`src/rtl/keypad_interface_if.sv`:
```
// Raw keypad/button lines toward the conditioner, clean key level, strobes and buttons back.
// master drives the raw lines; slave is the conditioning stage.
interface keypad_interface_if;
   logic [9:0] keypad_raw;
   logic       startn_raw;
   logic       stopn_raw;
   logic       clearn_raw;
   logic [9:0] keypad;
   logic [3:0] key_code;
   logic       key_valid;
   logic       key_error;
   logic       startn;
   logic       stopn;
   logic       clearn;

   modport master (
      output keypad_raw, startn_raw, stopn_raw, clearn_raw,
      input  keypad, key_code, key_valid, key_error, startn, stopn, clearn
   );

   modport slave (
      input  keypad_raw, startn_raw, stopn_raw, clearn_raw,
      output keypad, key_code, key_valid, key_error, startn, stopn, clearn
   );
endinterface

```
`src/rtl/keypad_interface.sv`:
```
// Synchronizes and debounces the 10-key pad (one-hot level, multi-key rejection) and three active-low buttons.
// Latency DEBOUNCE_CYCLES+2 edges from a stable raw change; key release clears keypad after 2 edges; no backpressure.
module keypad_interface #(
   parameter int DEBOUNCE_CYCLES = 20,
   parameter int CNT_W           = 8
) (
   input  logic               clock,
   input  logic               reset,
   keypad_interface_if.slave  kif
);
   typedef enum logic [1:0] {IDLE, DEBOUNCE, PRESSED, RELEASE} state_t;

   localparam logic [CNT_W-1:0] CNT_LAST = CNT_W'(DEBOUNCE_CYCLES - 1);
   localparam logic [CNT_W-1:0] CNT_ONE  = CNT_W'(1);

   logic [9:0]       kp_s1_q, kp_s_q;
   logic [2:0]       btn_s1_q, btn_s_q;
   state_t           state_q, state_d;
   logic [CNT_W-1:0] cnt_q, cnt_d;
   logic [9:0]       cand_q, cand_d;
   logic [9:0]       keypad_q, keypad_d;
   logic [3:0]       key_code_q, key_code_d;
   logic             key_valid_q, key_valid_d;
   logic             key_error_q, key_error_d;
   logic [2:0]       btn_out_q, btn_out_d;
   logic [CNT_W-1:0] btn_cnt_q [3];
   logic [CNT_W-1:0] btn_cnt_d [3];
   logic [3:0]       cand_idx;

   always_comb begin
      cand_idx = '0;
      for (int i = 0; i < 10; i++) begin
         if (cand_q[i]) cand_idx = 4'(i);
      end
   end

   always_comb begin
      state_d     = state_q;
      cnt_d       = cnt_q;
      cand_d      = cand_q;
      keypad_d    = keypad_q;
      key_code_d  = key_code_q;
      key_valid_d = 1'b0;
      key_error_d = 1'b0;
      case (state_q)
         IDLE: begin
            keypad_d = '0;
            if (kp_s_q != '0) begin
               cand_d  = kp_s_q;
               cnt_d   = CNT_ONE;
               state_d = DEBOUNCE;
            end
         end
         DEBOUNCE: begin
            if (kp_s_q != cand_q) begin
               cnt_d   = '0;
               state_d = IDLE;
            end else if (cnt_q == CNT_LAST) begin
               cnt_d = '0;
               if ($onehot(cand_q)) begin
                  keypad_d    = cand_q;
                  key_code_d  = cand_idx;
                  key_valid_d = 1'b1;
                  state_d     = PRESSED;
               end else begin
                  key_error_d = 1'b1;
                  state_d     = RELEASE;
               end
            end else begin
               cnt_d = cnt_q + CNT_ONE;
            end
         end
         PRESSED: begin
            // Any change, including an added key, drops the level with no debounce.
            if (kp_s_q != cand_q) begin
               keypad_d = '0;
               cnt_d    = '0;
               state_d  = RELEASE;
            end
         end
         RELEASE: begin
            keypad_d = '0;
            if (kp_s_q != '0) begin
               cnt_d = '0;
            end else if (cnt_q == CNT_LAST) begin
               cnt_d   = '0;
               state_d = IDLE;
            end else begin
               cnt_d = cnt_q + CNT_ONE;
            end
         end
         default: state_d = IDLE;
      endcase
   end

   always_comb begin
      for (int b = 0; b < 3; b++) begin
         btn_out_d[b] = btn_out_q[b];
         btn_cnt_d[b] = btn_cnt_q[b];
         if (btn_s_q[b] == btn_out_q[b]) begin
            btn_cnt_d[b] = '0;
         end else if (btn_cnt_q[b] == CNT_LAST) begin
            btn_out_d[b] = ~btn_out_q[b];
            btn_cnt_d[b] = '0;
         end else begin
            btn_cnt_d[b] = btn_cnt_q[b] + CNT_ONE;
         end
      end
   end

   always_ff @(posedge clock or posedge reset) begin
      if (reset) begin
         kp_s1_q     <= '0;
         kp_s_q      <= '0;
         btn_s1_q    <= 3'b111;
         btn_s_q     <= 3'b111;
         state_q     <= IDLE;
         cnt_q       <= '0;
         cand_q      <= '0;
         keypad_q    <= '0;
         key_code_q  <= '0;
         key_valid_q <= 1'b0;
         key_error_q <= 1'b0;
         btn_out_q   <= 3'b111;
         for (int b = 0; b < 3; b++) btn_cnt_q[b] <= '0;
      end else begin
         kp_s1_q     <= kif.keypad_raw;
         kp_s_q      <= kp_s1_q;
         btn_s1_q    <= {kif.startn_raw, kif.stopn_raw, kif.clearn_raw};
         btn_s_q     <= btn_s1_q;
         state_q     <= state_d;
         cnt_q       <= cnt_d;
         cand_q      <= cand_d;
         keypad_q    <= keypad_d;
         key_code_q  <= key_code_d;
         key_valid_q <= key_valid_d;
         key_error_q <= key_error_d;
         btn_out_q   <= btn_out_d;
         for (int b = 0; b < 3; b++) btn_cnt_q[b] <= btn_cnt_d[b];
      end
   end

   assign kif.keypad    = keypad_q;
   assign kif.key_code  = key_code_q;
   assign kif.key_valid = key_valid_q;
   assign kif.key_error = key_error_q;
   assign kif.startn    = btn_out_q[2];
   assign kif.stopn     = btn_out_q[1];
   assign kif.clearn    = btn_out_q[0];
endmodule

```
`src/flat_wrapper.sv`:
```
// flat-port wrapper written by rule: the top's interface ports become plain ports
module keypad_interface_flat 
#(
   parameter int DEBOUNCE_CYCLES = 20,
   parameter int CNT_W           = 8
)
  (clock, reset, kif_keypad_raw, kif_startn_raw, kif_stopn_raw, kif_clearn_raw, kif_keypad, kif_key_code, kif_key_valid, kif_key_error, kif_startn, kif_stopn, kif_clearn);
  keypad_interface_if kif_i ();
  input  logic clock;
  input  logic reset;
  input wire logic [$bits(kif_i.keypad_raw)-1:0] kif_keypad_raw;
  input wire logic [$bits(kif_i.startn_raw)-1:0] kif_startn_raw;
  input wire logic [$bits(kif_i.stopn_raw)-1:0] kif_stopn_raw;
  input wire logic [$bits(kif_i.clearn_raw)-1:0] kif_clearn_raw;
  output wire logic [$bits(kif_i.keypad)-1:0] kif_keypad;
  output wire logic [$bits(kif_i.key_code)-1:0] kif_key_code;
  output wire logic [$bits(kif_i.key_valid)-1:0] kif_key_valid;
  output wire logic [$bits(kif_i.key_error)-1:0] kif_key_error;
  output wire logic [$bits(kif_i.startn)-1:0] kif_startn;
  output wire logic [$bits(kif_i.stopn)-1:0] kif_stopn;
  output wire logic [$bits(kif_i.clearn)-1:0] kif_clearn;
  assign kif_i.keypad_raw = kif_keypad_raw;
  assign kif_i.startn_raw = kif_startn_raw;
  assign kif_i.stopn_raw = kif_stopn_raw;
  assign kif_i.clearn_raw = kif_clearn_raw;
  assign kif_keypad = kif_i.keypad;
  assign kif_key_code = kif_i.key_code;
  assign kif_key_valid = kif_i.key_valid;
  assign kif_key_error = kif_i.key_error;
  assign kif_startn = kif_i.startn;
  assign kif_stopn = kif_i.stopn;
  assign kif_clearn = kif_i.clearn;
  keypad_interface #(.DEBOUNCE_CYCLES(DEBOUNCE_CYCLES), .CNT_W(CNT_W)) u_core (.clock(clock), .reset(reset), .kif(kif_i));
endmodule
```
`config.mk`:
```
export PLATFORM = sky130hd
export DESIGN_NAME = keypad_interface_flat
export DESIGN_NICKNAME = d
export VERILOG_FILES = /design/src/rtl/keypad_interface_if.sv /design/src/rtl/keypad_interface.sv /design/src/flat_wrapper.sv
export SDC_FILE = /design/constraint.sdc
export NUM_CORES = 1
export LEC_CHECK = 0
export ABC_AREA = 1
export CELL_PAD_IN_SITES_DETAIL_PLACEMENT = 1
export CELL_PAD_IN_SITES_GLOBAL_PLACEMENT = 1
export CORE_ASPECT_RATIO = 0.8
export CORE_MARGIN = 5
export CORE_UTILIZATION = 35
export DETAILED_ROUTE_END_ITERATION = 7
export GPL_TIMING_DRIVEN = 0
export HOLD_SLACK_MARGIN = 0.12
export PLACE_DENSITY = 0.64
export SYNTH_ARGS = -nofsm -noshare
export SYNTH_HDL_FRONTEND = slang
export SYNTH_SLANG_ARGS = --single-unit
```
`constraint.sdc`:
```
create_clock -name clock -period 4.6 [get_ports clock]
set_input_delay 0.92 -clock clock [delete_from_list [all_inputs] [get_ports clock]]
set_output_delay 0.92 -clock clock [all_outputs]
set_load 0.02 [all_outputs]
```
Word level (Yosys, flattened, before mapping):

Cells that the tools add are included.

* multiplexer cells: 42
* add/sub/neg operators: 13
* reductions and logical operators: 11
* bitwise logic cells: 7
* eq/ne operators: 20

Operator list (count)
* $mux W8: 11
* $mux W10: 4
* $add A8 B1 Y8 const B: 4
* $eq A8 B5 Y1 const B: 4
* $pmux W8 S4: 1
* $pmux W10 S3: 1
* $add A4 B4 Y4: 4
* $mux W2: 8
* $mux W3: 4
* $add A1 B1 Y2: 5
* $mux W1: 10
* $ne A10 B10 Y1: 1
* $ne A2 B1 Y1 const B: 5
* $reduce_and A2 Y1: 5
* $reduce_bool A10 Y1: 1
* $mux W4: 2
* $pmux W2 S4: 1
* $reduce_and A4 Y1: 2
* $not A1 Y1: 7
* $reduce_and A5 Y1: 1
* $eq A2 B2 Y1 const B: 2
* $eq A4 B1 Y1 const B: 1
* $ne A2 B2 Y1 const B: 2
* $eq A1 B1 Y1: 3
* 4 further kinds: 4

* bits in registers: 89
* input port bits: 15
* output and inout port bits: 19
* word-level logic and storage cells: 110

Logic depth before layout (Yosys ltp):

Gate-level depths: netlist (run 1).

* word-level depth: 9
* mapped depth: 18
* gate-level depth less buffers: 17

Worst setup path before layout (run 1):

OpenSTA, ideal clock, no wires.

* path kind: register to register
* start point: register u_core.cand_q[2]
* end point: register u_core.keypad_q[0], in the netlist u_core.kif.keypad[0]
* path slack: 0.982 ns
* cell stages (with the launch flop): 17
* path buffers: 1
* arrival: 3.500 ns
* cells stage by stage: dfrtp_1 -> inv_1 -> ha_1 -> inv_1 -> fa_1 -> fa_1 -> fa_1 -> fa_1 -> nor3b_1 -> o211ai_1 -> nor2_4 -> nand2_2 -> nand2_2 -> nand2_2 -> buf_6 -> nand2_2 -> o21ai_2

* longest elaborated chain between the ends: 7
* elaborated cells on any way between the ends: 10

Ends and longest elaborated chain
* start, declared: RTL line keypad_interface.sv:20 `logic [9:0] cand_q, cand_d;`
* start signal, assigned: RTL line keypad_interface.sv:133 `cand_q <= cand_d;`
* $add A1 B1 Y2 (implied by the code): RTL line keypad_interface.sv:60 `if ($onehot(cand_q)) begin`
* $add A4 B4 Y4 (implied by the code) (3 in series): RTL line keypad_interface.sv:60
* $eq A4 B1 Y1: RTL line keypad_interface.sv:60
* $ne A2 B1 Y1 (no source line)
* $reduce_and A4 Y1 (no source line) (*)
* end signal, assigned: RTL line keypad_interface.sv:134 `keypad_q <= keypad_d;`
* end, declared: RTL line keypad_interface.sv:21 `logic [9:0] keypad_q, keypad_d;`

Mark *: on every way between the ends. The rest lies on a longest branch, timed or not.
A chain may end at the register's enable or synchronous reset.

Worst setup path in the final report (run 1):

* start point: register u_core.cand_q[2]
* end point: register u_core.keypad_q[3], in the netlist u_core.kif.keypad[3]

Same word-level chain as after synthesis.

==> results of run 1 <==
==> sequential cells by signal, summed over array words and instances, names as in the netlist, named ones only <==
signal,flops
u_core.kif.key_code,4
u_core.cand_q,10
u_core.btn_cnt_q,24
u_core.btn_out_q,3
u_core.cnt_q,8
u_core.state_q,1
u_core.kp_s1_q,10
u_core.kif.key_error,1
u_core.btn_s1_q,3
u_core.btn_s_q,3
u_core.kif.keypad,10
u_core.kp_s_q,10
u_core.kif.key_valid,1
==> per-stage QoR <==
stage	power [W]	instances
finish	0.00276	659
global route	0.00300	659
CTS	0.00281	659
detailed placement	0.00210	643
global placement	0.00203	642
floorplan	0.00178	457
==> worst max-delay path by stage <==
stage	to	start	slack, ns
6_report	u_core.kif.keypad[3]	u_core.cand_q[2]	0.66
5_1_grt	u_core.kif.keypad[4]	u_core.cand_q[2]	0.38
4_1_cts	u_core.kif.keypad[3]	u_core.cand_q[2]	0.59
3_5_place_dp	u_core.kif.keypad[3]	u_core.cand_q[2]	0.63
3_3_place_gp	u_core.kif.keypad[4]	reset	-0.1
2_1_floorplan	u_core.kif.keypad[0]	u_core.cand_q[2]	0.98
==> report_power, final <==
| part | switching, W | internal (W) |
|---|---|---|
| combinational | 0.000635 | 0.000452 |
| clock | 0.000309 | 0.000384 |
| sequential | 0.000111 | 0.000865 |
| total | 0.00106 | 0.00170 |
==> worst register-to-register path, stage by stage, from the launching register on <==
cell and delay, ns:
dfrtp_1 0.45, inv_1 0.09, ha_1 0.30, inv_1 0.05
fa_1 0.53, fa_1 0.45, fa_1 0.44, fa_1 0.48
nor3b_1 0.17, o211ai_1 0.23, nor2_4 0.16, nand2_2 0.07
nand2_2 0.06, nand2_2 0.06, buf_6 0.16, nand2_2 0.07
o21ai_2 0.05
==> cell families (layout without fill, tap and decap cells) <==
logic type,after synthesis,count (layout),synth area share (%)
xor+xnor,8,8,1.65
mux,4,4,1.06
simple gates,201,201,22.4
buf+inv,81,131,7.52
flops,89,89,52.8
compound gates,54,54,7.61
fa+ha+maj,20,20,6.96
==> synth_stat cells (all sizes together) (4+ instances only) <==
library cell / n
nand2: 103
dfrtp: 80
inv: 76
nor2: 46
o21ai: 35
nand3: 24
a21oi: 14
ha: 14
nand4: 12
nor3: 11
dfstp: 9
fa: 6
xnor2: 5
mux2: 4
==> cell usage in the layout (no fill, tap or decap), drive strengths merged, types with 4 or more instances in the layout <==
cell	instances
ha	14
nand3	24
fa	6
xnor2	5
nor2	46
clkbuf	14
o21ai	35
mux2	4
nand2	103
nand4	12
dfstp	9
clkdlybuf4s50	33
dfrtp	80
nor3	11
a21oi	14
inv	77
==> cell type report <==
cell class              instances  area [µm²]
well taps                     152         190
inverters                      77         292
clock inverters                 4        30.0
fillers                      1380        6960
clock buffers                  12         246
multi-input cells             287        1680
flip-flops and latches         89        2240
plain buffers                   4        30.0
repair buffers                 34         358
==> layer usage <==
| layer | wire length [µm] | vias up | track usage (%) | share of wire [%] |
|---|---|---|---|---|
| met5 | 0 | - | 0 | 0 |
| met4 | 103 | 0 | 4.38 | 1.1 |
| met3 | 347 | 8 | 3.77 | 3.9 |
| met2 | 3960 | 50 | 21.8 | 44 |
| met1 | 4580 | 1501 | 18.7 | 51 |
| li1 | - | 1545 | - | - |
==> flow_metrics.py, run 1 <==
metrics = {
    "outcome": {
        "outcome": "completed",
    },
    "route": {
        "dr.first_iter.drc_count": 90,
        "vias": 3104,
        "drt-total-wl_um": 8990,
        "drcViolationCount": 0,
        "avgRoutedWirePerCell_um": 13.6,
        "firstDrtPassIters": 4,
        "ant_nets": 0,
        "routed_via_density": 4.71,
    },
    "setup_path": {
        "worstSetupPathType": "reg -> reg",
        "crit_fanout": 10,
        "cp.arrival_ns": 4.17,
        "slowest_delay_ns": 0.53,
        "r2r-end": "u_core.kif.keypad[3]",
        "rr_startpoint": "u_core.cand_q[2]",
        "r2r_setup_slack_ns": 0.66,
        "cp_top_family": "adder cells",
        "cpMaxStageDelayCell": "fa_1",
        "endpoint_kind": "register",
        "worst_setup_path_start_kind": "register",
        "cp.required_ns": 4.83,
        "critPathBufInv": 3,
        "r2r_cells": 16,
        "path_cells": "inv_1 -> ha_1 -> inv_1 -> fa_1 -> fa_1 -> fa_1 -> fa_1 -> nor3b_1 -> o211ai_1 -> nor2_4 -> nand2_2 -> nand2_2 -> nand2_2 -> buf_6 -> nand2_2 -> o21ai_2",
        "cp.depth": 16,
    },
    "sta": {
        "layout_setup_ws_ns": 0.664,
        "finalHoldViolCount": 0,
        "hold-worst-slack_ns": 0.348,
        "drv_slew": 0,
        "clock_skew_ns": 0.00685,
        "min_period_ns": 3.94,
        "fin_crit_sh_pct": 85.6,
        "tns_ns": 0,
        "max_freq_mhz": 254,
        "rsz0062_at_grt": "no",
        "worst_slew_pin_slew_ns": 0.569,
        "setup_viol": 0,
        "relSlewSlack_pct": 61.8,
    },
    "power_and_ir_drop": {
        "ir_worst_vdd_v": 0.000322,
        "p_per_area_mw_per_mm2": 544,
        "p_leak_nw": 2.28,
    },
    "placed_design": {
        "dp_hpwl_um": 6770,
        "gp_congestion": 0.790,
        "dpl_worst_slack_ns": 0.633,
        "place_area_mm2": 0.00479,
        "io_buffers": 33,
    },
    "synthesis": {
        "yosys-top-cells-area": "dfrtp_1 (47%), nand2_1 (7.4%), inv_1 (5.8%), dfstp_2 (5.6%), ha_1 (4.1%)",
        "seq_area_frac_synth_pct": 52.8,
        "ys_seq_elements": 89,
        "syn-num-nets": 492,
        "syn_avg_cell_area_um2": 9.28,
        "synth_flop_cell": "dfrtp_1",
        "synth_top_cell_by_area": "dfrtp_1",
        "netlist_instances": 457,
        "yosysWarnings": 0,
        "ys_types": 36,
        "syn_area_mm2": 0.00424,
        "synth_top_area_share_pct": 47.2,
        "async_flop_share_pct": 100,
        "synth-edff-count": 0,
    },
    "cts": {
        "clkTransAtPathRegs_ns": 0.06,
        "htree_num_levels": 3,
        "postCtsSetupRepairBufs": 0,
        "clk_latency_ns": 0.34,
        "cts-root-buf": "clkbuf_16",
        "ctsResizeCount": 0,
        "numCtsBuffers": 9,
        "ctsHoldBuffers": 0,
        "clk_path_buf_depth": 2,
        "cts_tree": "built",
        "cts.sinks": 89,
    },
    "global_route": {
        "track_usage_pct": 13.9,
        "antenna_found_initial": 0,
        "grt_pass1_vias": 3357,
        "grt_max_degree": 68,
        "grt_pass1_wl_um": 16200,
        "grt_overflow": 0,
    },
    "run": {
        "cap_violations": 0,
    },
    "cells_and_area": {
        "fin_area_mm2": 0.00507,
        "utilization_pct": 42.1,
        "areaGrowthSynthToFinish_pct": 19.5,
        "final_nets": 537,
        "drive_above_1_share_pct": 15.6,
        "antenna_cells": 0,
    },
    "floorplan": {
        "core-area_mm2": 0.0120,
        "die_area_mm2": 0.0144,
        "die_w_um": 133,
        "start_util_pct": 35.3,
        "io_pins": 34,
        "die_h_um": 108,
        "rows": 36,
    },
    "min_path": {
        "hold_end": "u_core.kp_s_q[1]",
        "hold_class": "reg -> reg",
        "worstHoldStart": "u_core.kp_s1_q[1]",
        "hold_depth": 0,
    },
}
No activity file was read; power rests on OpenSTA's default activity.
==> inputs of run 2 (changes only) <==
CAP_MARGIN = 20   (was unset)
CORE_UTILIZATION = 45   (was 35)
PLACE_DENSITY = 0.8   (was 0.64)
==> flow_metrics.py, run 2 (synthesis gave the netlist of run 1 again) <==
metrics = {
    "setup_path": {
        "r2r_setup_slack_ns": 0.62,
        "slowest_delay_ns": 0.51,
        "cpMaxStageDelayCell": "dfrtp_1",
        "cp.required_ns": 4.83,
        "cp.depth": 16,
        "r2r-end": "u_core.kif.keypad[4]",
        "worstSetupPathType": "reg -> reg",
        "r2r_cells": 16,
        "cp.arrival_ns": 4.21,
        "cp_top_family": "adder cells",
        "endpoint_kind": "register",
        "rr_startpoint": "u_core.cand_q[4]",
        "crit_fanout": 10,
        "path_cells": "inv_2 -> ha_1 -> inv_1 -> fa_1 -> fa_1 -> fa_1 -> fa_1 -> nor3b_1 -> o211ai_1 -> nor2_4 -> nand2_2 -> nand2_2 -> nand2_2 -> buf_6 -> nand2_2 -> o21ai_2",
        "critPathBufInv": 3,
        "worst_setup_path_start_kind": "register",
    },
    "cells_and_area": {
        "fin_area_mm2": 0.00506,
        "instances_no_fill": 622,
        "fill_cells": 1038,
        "final_nets": 537,
        "final_common_cell": "nand2_1",
        "largest_reg_flops": 24,
        "layout_common_cells": "nand2_1 (84), dfrtp_1 (80), inv_1 (64)",
        "areaGrowthSynthToFinish_pct": 19.3,
        "top_register": "u_core.btn_cnt_q",
        "antenna_cells": 0,
        "drive_above_1_share_pct": 15.4,
    },
    "sta": {
        "worst_slew_pin_slew_ns": 0.496,
        "tns_ns": 0,
        "min_period_ns": 3.98,
        "clock_skew_ns": 0.00773,
        "relSlewSlack_pct": 66.7,
        "drv_slew": 0,
        "finalHoldViolCount": 0,
        "setup_viol": 0,
        "max_freq_mhz": 251,
        "fin_crit_sh_pct": 86.6,
        "rsz0062_at_grt": "no",
    },
    "cts": {
        "cts-root-buf": "clkbuf_16",
        "clk_latency_ns": 0.34,
        "ctsHoldBuffers": 0,
        "postCtsSetupRepairBufs": 0,
        "htree_num_levels": 3,
        "cts_tree": "built",
        "numCtsBuffers": 9,
        "cts.sinks": 89,
        "ctsResizeCount": 0,
        "clkTransAtPathRegs_ns": 0.06,
        "clk_path_buf_depth": 2,
    },
    "placed_design": {
        "io_buffers": 33,
        "gp_congestion": 0.834,
        "dp_hpwl_um": 7050,
        "placed_cells": 606,
        "place_area_mm2": 0.00474,
    },
    "route": {
        "ant_nets": 0,
        "avgRoutedWirePerCell_um": 15.1,
        "dr.first_iter.drc_count": 99,
        "drt-total-wl_um": 9380,
        "routed_via_density": 5.09,
        "drcViolationCount": 0,
        "firstDrtPassIters": 4,
        "vias": 3163,
    },
    "power_and_ir_drop": {
        "sw_frac_of_total_pct": 37.3,
        "p_int_w": 0.00182,
        "ir_worst_vdd_v": 0.000421,
        "p_leak_nw": 2.30,
        "p_sw_w": 0.00108,
        "p_per_area_mw_per_mm2": 573,
        "share_comb_of_total_power_pct": 39.3,
        "p_clk_share_pct": 26.9,
        "finalPower_w": 0.00290,
        "seqPwrFrac_pct": 33.9,
    },
    "floorplan": {
        "core-area_mm2": 0.00911,
        "die_h_um": 96.8,
        "start_util_pct": 46.5,
        "rows": 31,
        "io_pins": 34,
        "die_area_mm2": 0.0115,
        "die_w_um": 119,
    },
    "min_path": {
        "hold_class": "reg -> reg",
        "hold_end": "u_core.kp_s_q[2]",
        "hold_depth": 0,
        "worstHoldStart": "u_core.kp_s1_q[2]",
    },
    "global_route": {
        "grt_busiest_layer": "met2",
        "grt_overflow": 0,
        "antenna_found_initial": 0,
        "gr-usage-met3_pct": 5.66,
        "grt_pass1_wl_um": 16500,
        "grt_pass1_vias": 3552,
        "use_met1_pct": 21.0,
        "use_met2_pct": 29.6,
        "grt_max_degree": 68,
        "track_usage_pct": 17.5,
    },
    "run": {
        "cap_violations": 0,
    },
    "outcome": {
        "outcome": "completed",
    },
}
run 2: cell count changes in the layout (fill, tap and decap cells not counted), sizes merged:
cell / before / now
bufinv: 0 / 2
clkinvlp: 1 / 0
clkinv: 3 / 2
run 2: power by group through the flow:
stage | combinational, W | clock [W] | sequential, W
floorplan | 0.000807 | 0 | 0.000977
global route | 0.00130 | 0.000836 | 0.000994
CTS | 0.00117 | 0.000796 | 0.000981
detailed placement | 0.00115 | 0 | 0.000990
finish | 0.00114 | 0.000779 | 0.000981
global placement | 0.00103 | 0 | 0.000980
run 2: final cells by class:
class	instances	area, µm²	area share (%)
Inverter	77	292	5.76
Clock inverter	4	77.6	1.53
Multi-Input combinational cell	287	1680	33.3
Sequential cell	89	2240	44.2
Tap cell	115	144	2.84
Clock buffer	12	236	4.67
Buffer	4	30.0	0.594
Timing Repair Buffer	34	358	7.07
run 2: per-stage QoR:
step / setup WS (ns) / utilization, % / hold WS [ns]
finish: 0.616 / 55.5 / 0.344
global route: 0.394 / 55.5 / 0.364
CTS: 0.590 / 55.5 / 0.348
detailed placement: 0.624 / 52.1 / 0.336
global placement: 0.0201 / 51.7 / 0.332
floorplan: 0.982 / - / 0.331
run 2: how the worst max path moves through the flow:
| stage | from | to |
|---|---|---|
| after floorplan | u_core.cand_q[2] | u_core.kif.keypad[0] |
| after global placement | reset | u_core.kif.keypad[4] |
| after detailed placement | u_core.cand_q[2] | u_core.kif.keypad[4] |
| after CTS | u_core.cand_q[4] | u_core.kif.keypad[4] |
| after global routing | u_core.cand_q[2] | u_core.kif.keypad[6] |
| final | u_core.cand_q[4] | u_core.kif.keypad[4] |
run 2: metal layers:
layer,share of wire [%],up-vias
met3,4.6,15
met2,50,60
met1,44,1549
li1,-,1539
met5,0,-
met4,1.8,0
